### src/rtl/bios_rom_port_arbiter.sv
// Arbitrates NUM_REQ valid/ready requesters onto one 1-cycle-latency BIOS ROM read port.
// Define BIOS_ARB_ROUND_ROBIN_EN for round-robin arbitration; otherwise fixed priority (lowest index wins).
module bios_rom_port_arbiter #(
  parameter int unsigned NUM_REQ   = 3,
  parameter logic [31:0] BASE_ADDR = 32'h0000_0000
) (
  input  logic                     clk_i,
  input  logic                     reset_ni,
  input  logic [NUM_REQ-1:0]       req_valid_i,
  output logic [NUM_REQ-1:0]       req_ready_o,
  input  logic [NUM_REQ-1:0][31:0] req_addr_i,
  output logic [NUM_REQ-1:0]       rsp_valid_o,
  input  logic [NUM_REQ-1:0]       rsp_ready_i,
  output logic [31:0]              rsp_data_o,
  output logic                     rsp_err_o,
  output logic [31:0]              rom_addr_o,
  input  logic [31:0]              rom_data_i
);

  localparam int unsigned IDW = (NUM_REQ > 1) ? $clog2(NUM_REQ) : 1;

  typedef enum logic [1:0] {
    IDLE      = 2'd0,
    RESP_ROM  = 2'd1,
    RESP_HOLD = 2'd2,
    RESP_ERR  = 2'd3
  } state_t;

  state_t          state_q, state_d;
  logic [IDW-1:0]  owner_q;
  logic [IDW-1:0]  winner;
  logic [31:0]     hold_q;
  logic            hold_load;
  logic            owner_ready;
  logic            grant_ok;
  logic            accept;
  logic            addr_ok;

  // Winner selection
`ifdef BIOS_ARB_ROUND_ROBIN_EN
  logic [IDW-1:0] rr_ptr_q;
  logic [IDW-1:0] cand;
  logic           found;

  always_comb begin
    winner = '0;
    cand   = '0;
    found  = 1'b0;
    for (int unsigned k = 1; k <= NUM_REQ; k++) begin
      cand = IDW'((32'(rr_ptr_q) + k) % NUM_REQ);
      if (!found && req_valid_i[cand]) begin
        winner = cand;
        found  = 1'b1;
      end
    end
  end

  always_ff @(posedge clk_i) begin
    if (!reset_ni) begin
      rr_ptr_q <= IDW'(NUM_REQ - 1);
    end else if (accept) begin
      rr_ptr_q <= winner;
    end
  end
`else
  always_comb begin
    winner = '0;
    for (int i = int'(NUM_REQ) - 1; i >= 0; i--) begin
      if (req_valid_i[IDW'(i)]) winner = IDW'(i);
    end
  end
`endif

  // Reset gates the handshakes so nothing is accepted or delivered while it is low
  assign owner_ready = rsp_ready_i[owner_q];
  assign grant_ok    = reset_ni && ((state_q == IDLE) || owner_ready);
  assign accept      = grant_ok && (|req_valid_i);
  assign addr_ok     = (req_addr_i[winner][31:12] == BASE_ADDR[31:12]) &&
                       (req_addr_i[winner][1:0] == 2'b00);

  // Next state and outputs
  always_comb begin
    state_d     = state_q;
    hold_load   = 1'b0;
    req_ready_o = '0;
    rom_addr_o  = '0;
    rsp_valid_o = '0;
    rsp_data_o  = '0;
    rsp_err_o   = 1'b0;

    if (accept) begin
      req_ready_o[winner] = 1'b1;
      rom_addr_o          = req_addr_i[winner];
      state_d             = addr_ok ? RESP_ROM : RESP_ERR;
    end else if ((state_q != IDLE) && owner_ready) begin
      state_d = IDLE;
    end else if (state_q == RESP_ROM) begin
      state_d   = RESP_HOLD;
      hold_load = 1'b1;
    end

    if (reset_ni) begin
      case (state_q)
        RESP_ROM: begin
          rsp_valid_o[owner_q] = 1'b1;
          rsp_data_o           = rom_data_i;
        end
        RESP_HOLD: begin
          rsp_valid_o[owner_q] = 1'b1;
          rsp_data_o           = hold_q;
        end
        RESP_ERR: begin
          rsp_valid_o[owner_q] = 1'b1;
          rsp_err_o            = 1'b1;
        end
        default: ;
      endcase
    end
  end

  always_ff @(posedge clk_i) begin
    if (!reset_ni) begin
      state_q <= IDLE;
      owner_q <= '0;
      hold_q  <= '0;
    end else begin
      state_q <= state_d;
      if (accept)    owner_q <= winner;
      if (hold_load) hold_q  <= rom_data_i;
    end
  end

endmodule

### config.mk
export PLATFORM = sky130hd
export DESIGN_NAME = bios_rom_port_arbiter
export DESIGN_NICKNAME = d
export VERILOG_FILES = /design/src/rtl/bios_rom_port_arbiter.sv
export SDC_FILE = /design/constraint.sdc
export NUM_CORES = 1
export LEC_CHECK = 0
export CAP_MARGIN = 20
export CELL_PAD_IN_SITES_DETAIL_PLACEMENT = 1
export CELL_PAD_IN_SITES_GLOBAL_PLACEMENT = 2
export CORE_AREA = 2 2 128 130
export CTS_BUF_LIST = sky130_fd_sc_hd__clkbuf_16
export DETAILED_ROUTE_END_ITERATION = 6
export DIE_AREA = 0 0 130 132
export PLACE_DENSITY = 0.91
export SETUP_SLACK_MARGIN = 0.02
export SLEW_MARGIN = 20
export SYNTH_ARGS = -nofsm -noshare
export SYNTH_HDL_FRONTEND = slang
export SYNTH_SLANG_ARGS = --single-unit
### constraint.sdc
create_clock -name clk_i -period 2.05 [get_ports clk_i]
set_input_delay 0.3075 -clock clk_i [delete_from_list [all_inputs] [get_ports clk_i]]
set_output_delay 0.3075 -clock clk_i [all_outputs]
set_load 0.05 [all_outputs]
======== Word level (Yosys, flattened, before mapping) ========
Index checks and enable logic that the tools add are counted.
word-level totals
  input port bits ......................... 136
  flip-flop bits (word level) ............. 36
  output and inout port bits .............. 71
  word-level logic and storage cells ...... 49
operators by class
  equal/unequal tests ..................... 3
  reduce and logical (&&, ||, !) cells .... 14
  order comparisons ....................... 4
  multiplexer cells ....................... 25
operator list
  operator            count
  $mux 32             3
  $bmux 32 s2         1
  $pmux 32 s2         1
  $logic_not 20->1    1
  $mux 2              6
  $mux 3              3
  $mux 1              8
  $logic_and 1x1->1   6
  $lt 2x3->1 const B  2
  $reduce_or 3->1     2
  $demux 1 s2         2
  $eq 2x2->1 const B  2
  $ge 2x1->1 const B  2
  $logic_not 2->1     2
  $reduce_bool 3->1   1
  $bmux 1 s2          1
  $eq 2x1->1 const B  1
  $reduce_bool 2->1   1
  $logic_or 1x1->1    1

======== Longest topological paths before layout ========
Gate-level depths: netlist of run 1.
  depth in word-level cells ............... 8
  mapped depth ............................ 7
  mapped depth without buffers ............ 6

======== Least setup slack after synthesis of run 1 ========
OpenSTA, ideal clock, no wires.
  kind .................................... flip-flop to output port
  start point ............................. register state_q[0]
  end point ............................... output rom_addr_o[10]
  buffers on the path ..................... 1
  required time ........................... 1,742 ps
  slack ................................... -111 ps
  stages on the path, launching flop included .. 7
  data arrival time ....................... 1,853 ps
  cells stage by stage .................... dfxtp_1 > inv_1 > ha_1 > o21ai_0 > nor2_1 > buf_2 > a22o_1
on the way
  longest elaborated chain between the ends .. 5
ends and longest elaborated chain
  what                    line  text
  start, declared         29    state_t state_q, state_d;
  start signal, assigned  127   state_q <= state_d;
  $logic_not 2->1         76    assign grant_ok = reset_ni && ((state_q == IDLE) || owner_ready);
  $logic_or 1x1->1        76
  $logic_and 1x1->1       76
  $logic_and 1x1->1       77    assign accept = grant_ok && (|req_valid_i);
  $mux 32                 91    if (accept) begin
  end, declared           16    output logic [31:0] rom_addr_o,
Every way passes these cells.

======== Worst setup path after layout of run 1 ========
  start point ............................. register owner_q[0]
  end point ............................... output rom_addr_o[8]
on the way
  longest elaborated chain between the ends .. 6
ends and longest elaborated chain
  what                          line  text
  start, declared               30    logic [IDW-1:0] owner_q;
  start signal, assigned        128   if (accept) owner_q <= winner;
  $bmux 1 s2                    75    assign owner_ready = rsp_ready_i[owner_q];
  $mux 1 (implied by the code)  75
  $logic_or 1x1->1              76
  $logic_and 1x1->1             76
  $logic_and 1x1->1             77
  $mux 32                       91
Every way passes these cells. The select of a mux whose other input is x is not followed.

==> results of run 1 <==
[flip-flops by register name (all words and copies together), names as in the netlist]
register,flops
state_q,2
owner_q,1
hold_q,32
[worst reg2reg max path, cell delays in order, from the launching register on]
cell and delay [ns]:
dfxtp_2 0.33, buf_4 0.13, buf_4 0.12, buf_4 0.14, mux2i_1 0.19, o221ai_4 0.31
buf_12 0.23, mux2i_1 0.24, nor2b_1 0.07
[cell usage after synthesis (3+ instances only)]
master,number,area [um2]
a22o_1,10,87.58
buf_8,3,45.04
buf_2,4,20.02
ha_1,5,62.56
nor2b_1,33,206.5
a21oi_1,23,115.1
clkbuf_1,17,63.81
a22oi_1,32,240.2
dfxtp_1,35,700.7
mux2i_1,33,330.3
nor2_1,37,138.9
nand2_1,45,168.9
nor4_1,10,62.56
[cell usage in the layout (no fill, tap or decap), types with 4 or more instances in the layout]
cell             instances
dfxtp_1                 34
a22oi_1                 28
nand2_1                 44
nor2b_1                 32
a21oi_4                 22
buf_12                  77
a22o_4                  10
buf_6                    6
a22oi_2                  4
mux2i_1                 33
nor2_1                   4
buf_4                   17
ha_1                     4
nor2_2                  31
clkbuf_16                7
clkdlybuf4s50_1         96
dlygate4sd2_1            5
nor4_1                  10
[layer usage]
metal	GRT usage	wire [um]	part of all wire
met1	0.1514	4578	0.35
met2	0.2702	7458	0.58
met3	0.02354	574	0.044
met4	0.04480	335	0.026
met5	0	0	0
[final timing paths]
kind / startpoint / slack (ns) / end / cells after the start
min: hold_q[13] / 0.52 / hold_q[13] / 2
min reg2reg: hold_q[13] / 0.52 / hold_q[13] / 2
max: owner_q[0] / -0.02 / rom_addr_o[8] / 6
max reg2reg: owner_q[0] / 0.19 / hold_q[18] / 8
[cell families (layout without fill, tap and decap cells)]
| group | Yosys count | in the layout | synth area share |
|---|---|---|---|
| simple gates | 137 | 137 | 0.2643 |
| mux | 34 | 34 | 0.1382 |
| buf+inv | 31 | 216 | 0.07291 |
| flops | 35 | 35 | 0.2835 |
| compound gates | 74 | 74 | 0.2142 |
| other cells | 1 | 2 | 0.001518 |
| fa+ha+maj | 5 | 5 | 0.02532 |
[report_power, final]
| group | switching [mW] | internal, mW | leakage [nW] |
|---|---|---|---|
| Sequential | 0.0276 | 0.726 | 0.285 |
| Combinational | 0.825 | 0.798 | 1.99 |
| Clock | 0.289 | 0.439 | 0.0762 |
| Total | 1.14 | 1.96 | 2.35 |
[final cells by class]
class / count / area, um2 / share of cell area
Clock buffer: 5 / 125.1 / 0.02064
Inverter: 2 / 7.507 / 0.001238
Timing Repair Buffer: 206 / 2844 / 0.4691
Sequential cell: 35 / 701.9 / 0.1158
Tap cell: 216 / 270.3 / 0.04458
Multi-Input combinational cell: 252 / 2101 / 0.3465
Clock inverter: 3 / 12.51 / 0.002064
[through the flow]
| stage | hold slack, ns | setup TNS (ns) | total power, mW | setup slack [ns] |
|---|---|---|---|---|
| after detailed placement | 0.5082 | -17.43 | 2.169 | -0.4761 |
| final | 0.5197 | -0.1827 | 3.103 | -0.02415 |
| after CTS | 0.5248 | -0.2482 | 3.017 | -0.03635 |
| after floorplan | 0.4737 | -2.083 | 1.448 | -0.1041 |
| after global routing | 0.5463 | -1.389 | 3.263 | -0.06875 |
| after global placement | 0.5002 | -15.92 | 2.135 | -0.3476 |
[repair_timing]
| item | 4_1_cts | 5_1_grt |
|---|---|---|
| endpoints found under the setup margin | 66 | 64 |
| pin swaps | 6 | 4 |
| gates cloned | 2 | 2 |
| resized for setup | 60 | 42 |
| setup buffers | 6 | 2 |
==> results_dict.tcl, run 1 <==
set metrics [dict create \
    dieArea_um2 17160 \
    finalWirelength_um 12950 \
    end_kind "output pin" \
    timing.final.crit_share 1.012 \
    antenna_found_initial 0 \
    synth_cell_types 36 \
    crit_type "reg2out" \
    core-area_um2 15710 \
    numPlacedInstances 699 \
    routedWlPerCell_um 18.01 \
    ir_worst_vdd_v 0.0002757 \
    drive_above_1_share 0.3877 \
    clock_latency_ns 0.28 \
    max_stage_delay_ns 0.34 \
    first_global_vias 3536 \
    grt_pass1_wl_um 19200 \
    num-fill-cells 1709 \
    rsz0062_at_grt "true" \
    synth_edf_count 0 \
    die_width_um 130 \
    tritoncts.num_buffers 5 \
    dpl_cell_area_um2 5291 \
    grt_max_degree 38 \
    synth-main-ff-cell "dfxtp_1" \
    cts_sinks 35 \
    layout.cells.non_filler 719 \
    grt_use_total 0.1400 \
    cts_tree "yes" \
    n_antenna_cell 0 \
    netlist_area_um2 2471 \
    hpwl_um 9322 \
    critPathTopFamily "compound AO/OA/AOI/OAI gates" \
    ios 207 \
    first_pass_iters 4 \
    hold_viol_final 0 \
    vias_per_cell 4.453 \
    final_area_um2 6062 \
    htree_levels 2 \
    cpMostUsedCell "buf_12" \
    path_buf_inv 2 \
    finalCriticalPeriod_ns 2.074 \
    final_max_slew_viol_count 0 \
    nNetsFinal 643 \
    worst_ep_required_time_ns 1.74 \
    seq_area_frac_synth 0.2835 \
    synth_seq_cells 35 \
    gp_congestion 0.8934 \
    cts.path.max_buffers 2 \
    critPathArrivalTime_ns 1.77 \
    status "finished with violations" \
    power_density_nw_per_um2 511.9 \
    setup_viol 16 \
    fmax_mhz 482.1 \
    worstPathMaxFanout 6 \
    areaGrowthSynthToFinish_pct 145.3 \
    rows 46 \
    cts.clk_slew.worst_paths_ns 0.05 \
    die_h_um 132 \
    root_buffer "clkbuf_16" \
    drv_cap 0 \
    leakage_nw 2.352 \
    syn_inst 317 \
    crit_chain "mux2_4 -> o211ai_4 -> nor2_4 -> buf_12 -> a22o_4 -> buf_12" \
    skew_ns 0.002906 \
    synth_warnings 0 \
    setup_slack_ns -0.02415 \
    async_flop_share 0 \
    violations "setup timing" \
    synth.avg_cell_area_um2 7.795 \
    drtIter0Drc 104 \
    worst_pin_slew_ns 0.5564 \
    grt.overflow.total 0 \
    hold_buffers 0 \
    worst_setup_path_start_kind "flop" \
    port-buffer-count 171 \
    antenna_left 0 \
    start_util 0.1573 \
    slowest_stage "dfxtp_2" \
    slew-limit-headroom 0.6256 \
    timing.hold.worst.class "reg2reg" \
    drc 0 \
    fin_util 0.3858 \
    vias 3202 \
]
Power figures use the tool's default switching activity.
==> inputs of run 2 (changes only) <==
--- a/config.mk
+++ b/config.mk
@@ -19,2 +19,3 @@
 export SYNTH_HDL_FRONTEND = slang
 export SYNTH_SLANG_ARGS = --single-unit
+export TNS_END_PERCENT = 30
==> constraint.sdc (replaced) <==
create_clock -name clk_i -period 2.05 [get_ports clk_i]
set_input_delay 0.205 -clock clk_i [delete_from_list [all_inputs] [get_ports clk_i]]
set_output_delay 0.205 -clock clk_i [all_outputs]
set_load 0.05 [all_outputs]
==> run 2 against run 1 <==
The run now ends clean. Routed wire length decreased by 14%. Final area shrank 9.2%. Critical path type unchanged. Critical endpoint is now rsp_data_o[23]. Die area is the same. Hold slack worse by 0.00094 ns. Global-route usage down 1.3 points.
==> results_dict.tcl, run 2 (synthesized netlist as in run 1, its figures left out) <==
set metrics [dict create \
    rsz0062_at_grt "true" \
    critPathArrivalTime_ns 1.78 \
    final_max_slew_viol_count 0 \
    start_util 0.1573 \
    finalCriticalPeriod_ns 1.987 \
    die_h_um 132 \
    place_ws_ns -0.2335 \
    largest_registers "hold_q (32), state_q (2), owner_q (1)" \
    drc 0 \
    r2r-end "hold_q[30]" \
    crit_type "reg2out" \
    drtIter0Drc 65 \
    reg2reg_slack_ns 0.24 \
    port-buffer-count 171 \
    routedWlPerCell_um 15.80 \
    vias_per_cell 4.355 \
    setup_slack_ns 0.06256 \
    htree_levels 2 \
    setup-tns-final_ns 0 \
    hold_viol_final 0 \
    grt.overflow.total 0 \
    ios 207 \
    worst_setup_path_start_kind "flop" \
    hp-start "reset_ni" \
    fmax_mhz 503.2 \
    power_density_nw_per_um2 554.0 \
    areaGrowthSynthToFinish_pct 122.7 \
    dpl_cell_area_um2 5172 \
    final_cell_mix "clkdlybuf4s50_1, buf_12, nand2_1" \
    grt_pass1_wl_um 17440 \
    clock_latency_ns 0.28 \
    largest_register_ff_count 32 \
    timing.hold.worst.class "in2reg" \
    layout.cells.non_filler 705 \
    dieArea_um2 17160 \
    timing.rr.start "state_q[0]" \
    final_area_um2 5503 \
    skew_ns 0.004143 \
    cts_sinks 35 \
    status "finished, final reports clean" \
    rows 46 \
    leakage_nw 2.169 \
    worstHoldEndpoint "hold_q[5]" \
    cts.path.max_buffers 2 \
    grt_max_degree 33 \
    final_common_cell "clkdlybuf4s50_1" \
    finalWirelength_um 11140 \
    setup_viol 0 \
    tritoncts.num_buffers 5 \
    n_antenna_cell 0 \
    worstPathMaxFanout 19 \
    first_global_vias 3465 \
    hpwl_um 8769 \
    top_register "hold_q" \
    numPlacedInstances 696 \
    end_kind "output pin" \
    antenna_found_initial 0 \
    first_pass_iters 4 \
    nNetsFinal 629 \
    ir_worst_vdd_v 0.0002482 \
    die_width_um 130 \
    drive_above_1_share 0.2945 \
    ff2ff_path_depth 8 \
    root_buffer "clkbuf_16" \
    hold_depth 3 \
    antenna_left 0 \
    worst_ep_required_time_ns 1.85 \
    cts_tree "yes" \
    gp_congestion 0.7544 \
    hold_buffers 0 \
    drv_cap 0 \
    core-area_um2 15710 \
    timing.final.crit_share 0.9695 \
    grt_use_total 0.1268 \
    finalPower_mw 3.049 \
    cts.clk_slew.worst_paths_ns 0.06 \
    vias 3070 \
]
==> run 2: cell types whose count changed in the layout (fill, tap and decap cells not counted), moves of 10 or more <==
cell	before	now
nor2_2	31	13
nor2_1	4	22
a21oi_2	0	12
a21oi_4	22	0
a22o_4	10	0
a21oi_1	1	11
==> run 2: worst max-delay path by stage <==
stage	to	start	slack (ns)
final	rsp_data_o[23]	state_q[0]	0.06
after global routing	rsp_data_o[0]	state_q[0]	-0.02
after CTS	rsp_data_o[26]	reset_ni	0.01
after detailed placement	rom_addr_o[8]	rsp_ready_i[0]	-0.23
after global placement	rom_addr_o[9]	req_valid_i[0]	-0.15
after floorplan	rom_addr_o[3]	state_q[0]	-0.002
==> run 2: layer usage <==
| layer | global-route usage | share of wire | vias up | routed length, um |
|---|---|---|---|---|
| met5 | 0 | 0 | - | 0 |
| met4 | 0.02987 | 0.018 | 0 | 195 |
| met3 | 0.03693 | 0.073 | 18 | 809 |
| met2 | 0.2501 | 0.54 | 118 | 5987 |
| met1 | 0.1275 | 0.37 | 1478 | 4147 |
| li1 | - | - | 1456 | - |
==> run 2: through the flow <==
| step | hold slack, ns | util |
|---|---|---|
| after floorplan | 0.3712 | - |
| after detailed placement | 0.5100 | 0.3292 |
| after global routing | 0.5337 | 0.3502 |
| after CTS | 0.5274 | 0.3435 |
| final | 0.5187 | 0.3502 |
| after global placement | 0.5009 | 0.3292 |
==> run 2: final cells by class <==
type                    instances  area (um2)
inverters                       2       7.507
well taps                     216       270.3
multi-input cells             252        1720
flip-flops and latches         35       701.9
clock inverters                 3       47.55
repair buffers                192        2630
clock buffers                   5       125.1
fillers                      1782       10210
==> run 2: worst max-delay path: stages (launching register included) <==
cell and delay [ns]:
dfxtp_2 0.37, inv_1 0.09, ha_2 0.32, nand2_1 0.07, buf_4 0.24, nor2_1 0.23, buf_12 0.17
==> run 2: report_power, final <==
| group | total, mW | internal [mW] | switching (mW) |
|---|---|---|---|
| combinational | 1.39 | 0.682 | 0.713 |
| sequential | 0.751 | 0.725 | 0.0259 |
| clock | 0.903 | 0.580 | 0.323 |
| total | 3.05 | 1.99 | 1.06 |
==> run 2: repair_timing <==
| action | 4_1_cts | 5_1_grt |
|---|---|---|
| buffers inserted | 0 | 1 |
| endpoints found under the setup margin | 53 | 55 |
| gates resized for setup | 17 | 29 |
| pin swaps | 1 | 2 |
| endpoints found under the hold margin | 0 | 0 |
